--- config.mk ---
export PLATFORM = sky130hd
export DESIGN_NAME = pipe_skid_reg
export DESIGN_NICKNAME = d
export VERILOG_FILES = /design/src/rtl/pipe_skid_reg.sv
export SDC_FILE = /design/constraint.sdc
export NUM_CORES = 1
export LEC_CHECK = 0
export ABC_AREA = 1
export BUFFER_PORTS_ARGS = -buffer_cell sky130_fd_sc_hd__buf_2
export CAP_MARGIN = 15
export CORE_UTILIZATION = 25
export CTS_CLUSTER_SIZE = 10
export DETAILED_ROUTE_END_ITERATION = 10
export GPL_TIMING_DRIVEN = 0
export HOLD_SLACK_MARGIN = 0.03
export PLACE_DENSITY = 0.47
export SYNTH_ARGS = -nofsm -noshare
export SYNTH_HDL_FRONTEND = slang
export SYNTH_SLANG_ARGS = --single-unit
--- constraint.sdc ---
create_clock -name clk -period 2.5 [get_ports clk]
set_input_delay 0.375 -clock clk [delete_from_list [all_inputs] [get_ports clk]]
set_output_delay 0.375 -clock clk [all_outputs]
set_load 0.02 [all_outputs]
--- src/rtl/pipe_skid_reg.sv ---
// rtl/pipe_skid_reg.sv - two-entry skid register slice with registered in_ready.
// Optional performance counters: define PIPE_SKID_REG_PERF_CNT_EN.
module pipe_skid_reg #(
   parameter int DATA_W = 32,
   parameter int CTRL_W = 8,
   parameter int CNT_W  = 16
) (
   input  logic              clk,
   input  logic              reset,
   input  logic              flush,
   input  logic              in_valid,
   output logic              in_ready,
   input  logic [CTRL_W-1:0] in_ctrl,
   input  logic [DATA_W-1:0] in_data,
   output logic              out_valid,
   input  logic              out_ready,
   output logic [CTRL_W-1:0] out_ctrl,
   output logic [DATA_W-1:0] out_data,
   output logic [CNT_W-1:0]  stall_cnt,
   output logic [CNT_W-1:0]  bubble_cnt
);

   typedef enum logic [1:0] {
      EMPTY = 2'd0,
      ONE   = 2'd1,
      FULL  = 2'd2
   } state_e;

   state_e            state_q, state_d;
   logic              in_ready_q;
   logic [CTRL_W-1:0] main_ctrl_q, main_ctrl_d;
   logic [DATA_W-1:0] main_data_q, main_data_d;
   logic [CTRL_W-1:0] skid_ctrl_q, skid_ctrl_d;
   logic [DATA_W-1:0] skid_data_q, skid_data_d;
   logic              accept;
   logic              drain;

   assign out_valid = (state_q != EMPTY);
   assign accept    = in_valid & in_ready_q;
   assign drain     = out_valid & out_ready;

   always_comb begin
      state_d     = state_q;
      main_ctrl_d = main_ctrl_q;
      main_data_d = main_data_q;
      skid_ctrl_d = skid_ctrl_q;
      skid_data_d = skid_data_q;
      if (flush) begin
         state_d = EMPTY;
      end else begin
         case (state_q)
            EMPTY: begin
               if (accept) begin
                  state_d     = ONE;
                  main_ctrl_d = in_ctrl;
                  main_data_d = in_data;
               end
            end
            ONE: begin
               if (accept && drain) begin
                  main_ctrl_d = in_ctrl;
                  main_data_d = in_data;
               end else if (accept) begin
                  state_d     = FULL;
                  skid_ctrl_d = in_ctrl;
                  skid_data_d = in_data;
               end else if (drain) begin
                  state_d = EMPTY;
               end
            end
            FULL: begin
               // in_ready is low here, so only a drain can change anything
               if (drain) begin
                  state_d     = ONE;
                  main_ctrl_d = skid_ctrl_q;
                  main_data_d = skid_data_q;
               end
            end
            default: state_d = EMPTY;
         endcase
      end
   end

   always_ff @(posedge clk or posedge reset) begin
      if (reset) begin
         state_q     <= EMPTY;
         in_ready_q  <= 1'b1;
         main_ctrl_q <= '0;
         main_data_q <= '0;
         skid_ctrl_q <= '0;
         skid_data_q <= '0;
      end else begin
         state_q     <= state_d;
         in_ready_q  <= (state_d != FULL);
         main_ctrl_q <= main_ctrl_d;
         main_data_q <= main_data_d;
         skid_ctrl_q <= skid_ctrl_d;
         skid_data_q <= skid_data_d;
      end
   end

   assign in_ready = in_ready_q;
   // Bubbles must never present a write enable downstream.
   assign out_ctrl = out_valid ? main_ctrl_q : '0;
   assign out_data = main_data_q;

`ifdef PIPE_SKID_REG_PERF_CNT_EN
   localparam logic [CNT_W-1:0] CNT_ONE = CNT_W'(1);

   logic [CNT_W-1:0] stall_cnt_q, stall_cnt_d;
   logic [CNT_W-1:0] bubble_cnt_q, bubble_cnt_d;

   always_comb begin
      stall_cnt_d  = stall_cnt_q;
      bubble_cnt_d = bubble_cnt_q;
      if (out_valid && !out_ready && (stall_cnt_q != '1)) begin
         stall_cnt_d = stall_cnt_q + CNT_ONE;
      end
      if (!out_valid && (bubble_cnt_q != '1)) begin
         bubble_cnt_d = bubble_cnt_q + CNT_ONE;
      end
   end

   always_ff @(posedge clk or posedge reset) begin
      if (reset) begin
         stall_cnt_q  <= '0;
         bubble_cnt_q <= '0;
      end else begin
         stall_cnt_q  <= stall_cnt_d;
         bubble_cnt_q <= bubble_cnt_d;
      end
   end

   assign stall_cnt  = stall_cnt_q;
   assign bubble_cnt = bubble_cnt_q;
`else
   assign stall_cnt  = '0;
   assign bubble_cnt = '0;
`endif

endmodule

==> results.sh <==
export IMPL_numPortBuffers=86
export IMPL_core_area_sq_um=16500
export IMPL_slew_headroom=0.577
export IMPL_fmax_ghz=0.524
export IMPL_finalSetupViolCount=0
export IMPL_synthCells=556
export IMPL_drive_above_1_share=0.236
export IMPL_maxCapViolations=0
export IMPL_tightest_slew_ns=0.633
export IMPL_grt_util_met2=0.229
export IMPL_grt_pass1_wl_um=19700
export IMPL_cellLeakagePower_nw=3.06
export IMPL_worst_path_max_fanout=9
export IMPL_grt_usage=0.145
export IMPL_cts_buffers=9
export IMPL_viasPerCell=4.32
export IMPL_ys_warn_count=0
export IMPL_die_area_sq_um=17300
export IMPL_synth_adder_area_share=0
export IMPL_vias=3943
export IMPL_clkLatencyLatePin_ns=0.34
export IMPL_routedWlPerCell_um=13.2
export IMPL_cp_arrival_ns=1.53
export IMPL_hold_class="in -> async"
export IMPL_avgSynthCellArea_sq_um=7.55
export IMPL_tns_ns=0
export IMPL_die_w_um=132
export IMPL_cp_data_required_time_ns=2.12
export IMPL_critPathCaptureType="output pin"
export IMPL_cts_buffer_depth=2
export IMPL_slew_violations=0
export IMPL_tritoncts="done"
export IMPL_hold_ws_ns=0.114
export IMPL_initial_utilization=0.255
export IMPL_yosys_area_share_simple=0.384
export IMPL_post_cts_resized=0
export IMPL_synth_top_area_frac=0.489
export IMPL_postCtsHoldBufs=0
export IMPL_final_setup_skew_ns=0.00448
export IMPL_grt_busiest_layer="met2"
export IMPL_dp_hpwl_um=8810
export IMPL_htreeDepth=3
export IMPL_clk_transition_reported_paths_ns=0.06
export IMPL_finalPower_w=0.00391
export IMPL_area_growth_pct=26.9
export IMPL_cts_setup_buffers=0
export IMPL_finalCritPeriodShare=0.764
export IMPL_netlist_top_cells_area="dfrtp_1 49%, nand2_1 22%, nand3_1 14%"
export IMPL_synth_cell_types=19
export IMPL_gr_usage_met3=0.0316
export IMPL_final_cell_mix="248 x nand2_1, 120 x nand3_1, 106 x buf_2, 82 x dfrtp_1, 37 x buf_4"
export IMPL_status="finished clean"
export IMPL_synth_top_family_by_area="simple AND/OR/NAND/NOR gates"
export IMPL_rsz0062_at_grt="no"
export IMPL_synth_compound_area_share=0.00417
export IMPL_ant_nets=0
export IMPL_finalHoldViolCount=0
export IMPL_num_rows=47
export IMPL_yosysSeqAreaShare=0.495
export IMPL_vdd_ir_drop_max_mv=0.367
export IMPL_overflow=0
export IMPL_wl_um=12000
export IMPL_synth_seq_cells=83
export IMPL_grt_pass1_vias=3902
export IMPL_netlist_area_sq_um=4200
export IMPL_drc_errors=0
export IMPL_muxShareOfSynthArea=0
export IMPL_synth_top_cell_by_area="dfrtp_1"
export IMPL_nets=731
export IMPL_crit_type="reg -> out"
export IMPL_die_height_um=132
export IMPL_layout_commonest_cell="nand2_1"
export IMPL_synthXorXnorAreaFrac=0
export IMPL_clock_sinks=83
export IMPL_grt_util_met1=0.185
export IMPL_fin_crit_ns=1.91
export IMPL_drt_iter0_markers=227
export IMPL_antenna_found_initial=1
export IMPL_drtPass1Iterations=4
export IMPL_ios=119
export IMPL_grt_start_max_net_pins=30
export IMPL_p_per_area_nw_per_um2=734
export IMPL_root_buffer="clkbuf_16"
export IMPL_routabilityCongestion=0.717
export IMPL_nFillCells=1831
export IMPL_cp_start_kind="flop"
-- power by group --
group          switching [W]  internal (W)  total [W]
registers           0.000157       0.00164    0.00179
logic               0.000578      0.000315   0.000893
clock network       0.000523      0.000704    0.00123
total                0.00126       0.00265    0.00391
-- routing by layer --
layer	vias to the layer above	wire length [um]
met4	0	391
met2	126	5570
li1	1952	-
met1	1839	5430
met3	26	638
met5	-	0
-- critical path, stage by stage (launching register included) --
cell     delay (ns)
dfrtp_1        0.37
buf_4          0.18
inv_2          0.07
nand2_1        0.11
inv_1          0.23
nor2_1         0.08
buf_2          0.16
-- worst paths after layout --
check | cells past startpoint | slack (ns) | start | end
min in group clk | 3 | 0.28 | in_data[24] | skid_data_q[24]$_DFFE_PP0P_
max in group asynchronous | 4 | 1.54 | reset | in_ready$_DFF_PP1_
hold / removal | 2 | 0.11 | reset | out_data[26]$_DFFE_PP0P_
hold reg to reg | 2 | 0.47 | skid_ctrl_q[0]$_DFFE_PP0P_ | skid_ctrl_q[0]$_DFFE_PP0P_
setup / recovery | 6 | 0.59 | state_q[1]$_DFF_PP0_ | out_ctrl[1]
setup reg to reg | 6 | 0.78 | in_ready$_DFF_PP1_ | skid_ctrl_q[1]$_DFFE_PP0P_
-- state kept, by name, indices dropped and copies added (netlist names) --
name         cells
in_ready         1
main_ctrl_q      8
out_data        32
skid_ctrl_q      8
skid_data_q     32
state_q          2
-- cells in the mapped netlist --
| library cell | number |
|---|---|
| nand3_2 | 1 |
| a21oi_1 | 1 |
| inv_2 | 2 |
| clkbuf_1 | 8 |
| nor2_1 | 11 |
| dfstp_2 | 1 |
| nand2_2 | 1 |
| dfrtp_1 | 82 |
| inv_1 | 15 |
| nand2_1 | 248 |
| buf_2 | 20 |
| buf_1 | 4 |
| o21ai_0 | 1 |
| conb_1 | 1 |
| nor3_4 | 1 |
| nand3_1 | 120 |
| buf_4 | 37 |
| nor2_2 | 1 |
| o211ai_1 | 1 |
-- cells by family after synthesis --
kind of cell           count (synthesis)
other                                  1
AOI/OAI and AO/OA                      3
buffers and inverters                 86
and+or+nand+nor                      383
DFF                                   83
-- per-stage QoR --
step / cells / setup WS (ns) / cell area (sq um) / util
final: 912 / 0.591 / 5330 / 0.324
after global routing: 911 / 0.451 / 5330 / 0.323
after CTS: 911 / 0.525 / 5330 / 0.323
after detailed placement: 895 / 0.717 / 5060 / 0.308
after global placement: 893 / 0.494 / 5020 / 0.305
after floorplan: 587 / 0.963 / 4320 / -
-- final cells by class --
class / instances / area [sq um] / share of cell area
Clock buffer: 16 / 262 / 0.0491
Inverter: 17 / 67.6 / 0.0127
Multi-Input combinational cell: 418 / 1750 / 0.328
Sequential cell: 83 / 2080 / 0.390
Antenna cell: 1 / 2.50 / 0.000470
Timing Repair Buffer: 88 / 470 / 0.0883
Tap cell: 220 / 275 / 0.0517
Buffer: 69 / 423 / 0.0794
Note: power is estimated with default switching activity, not from simulation.
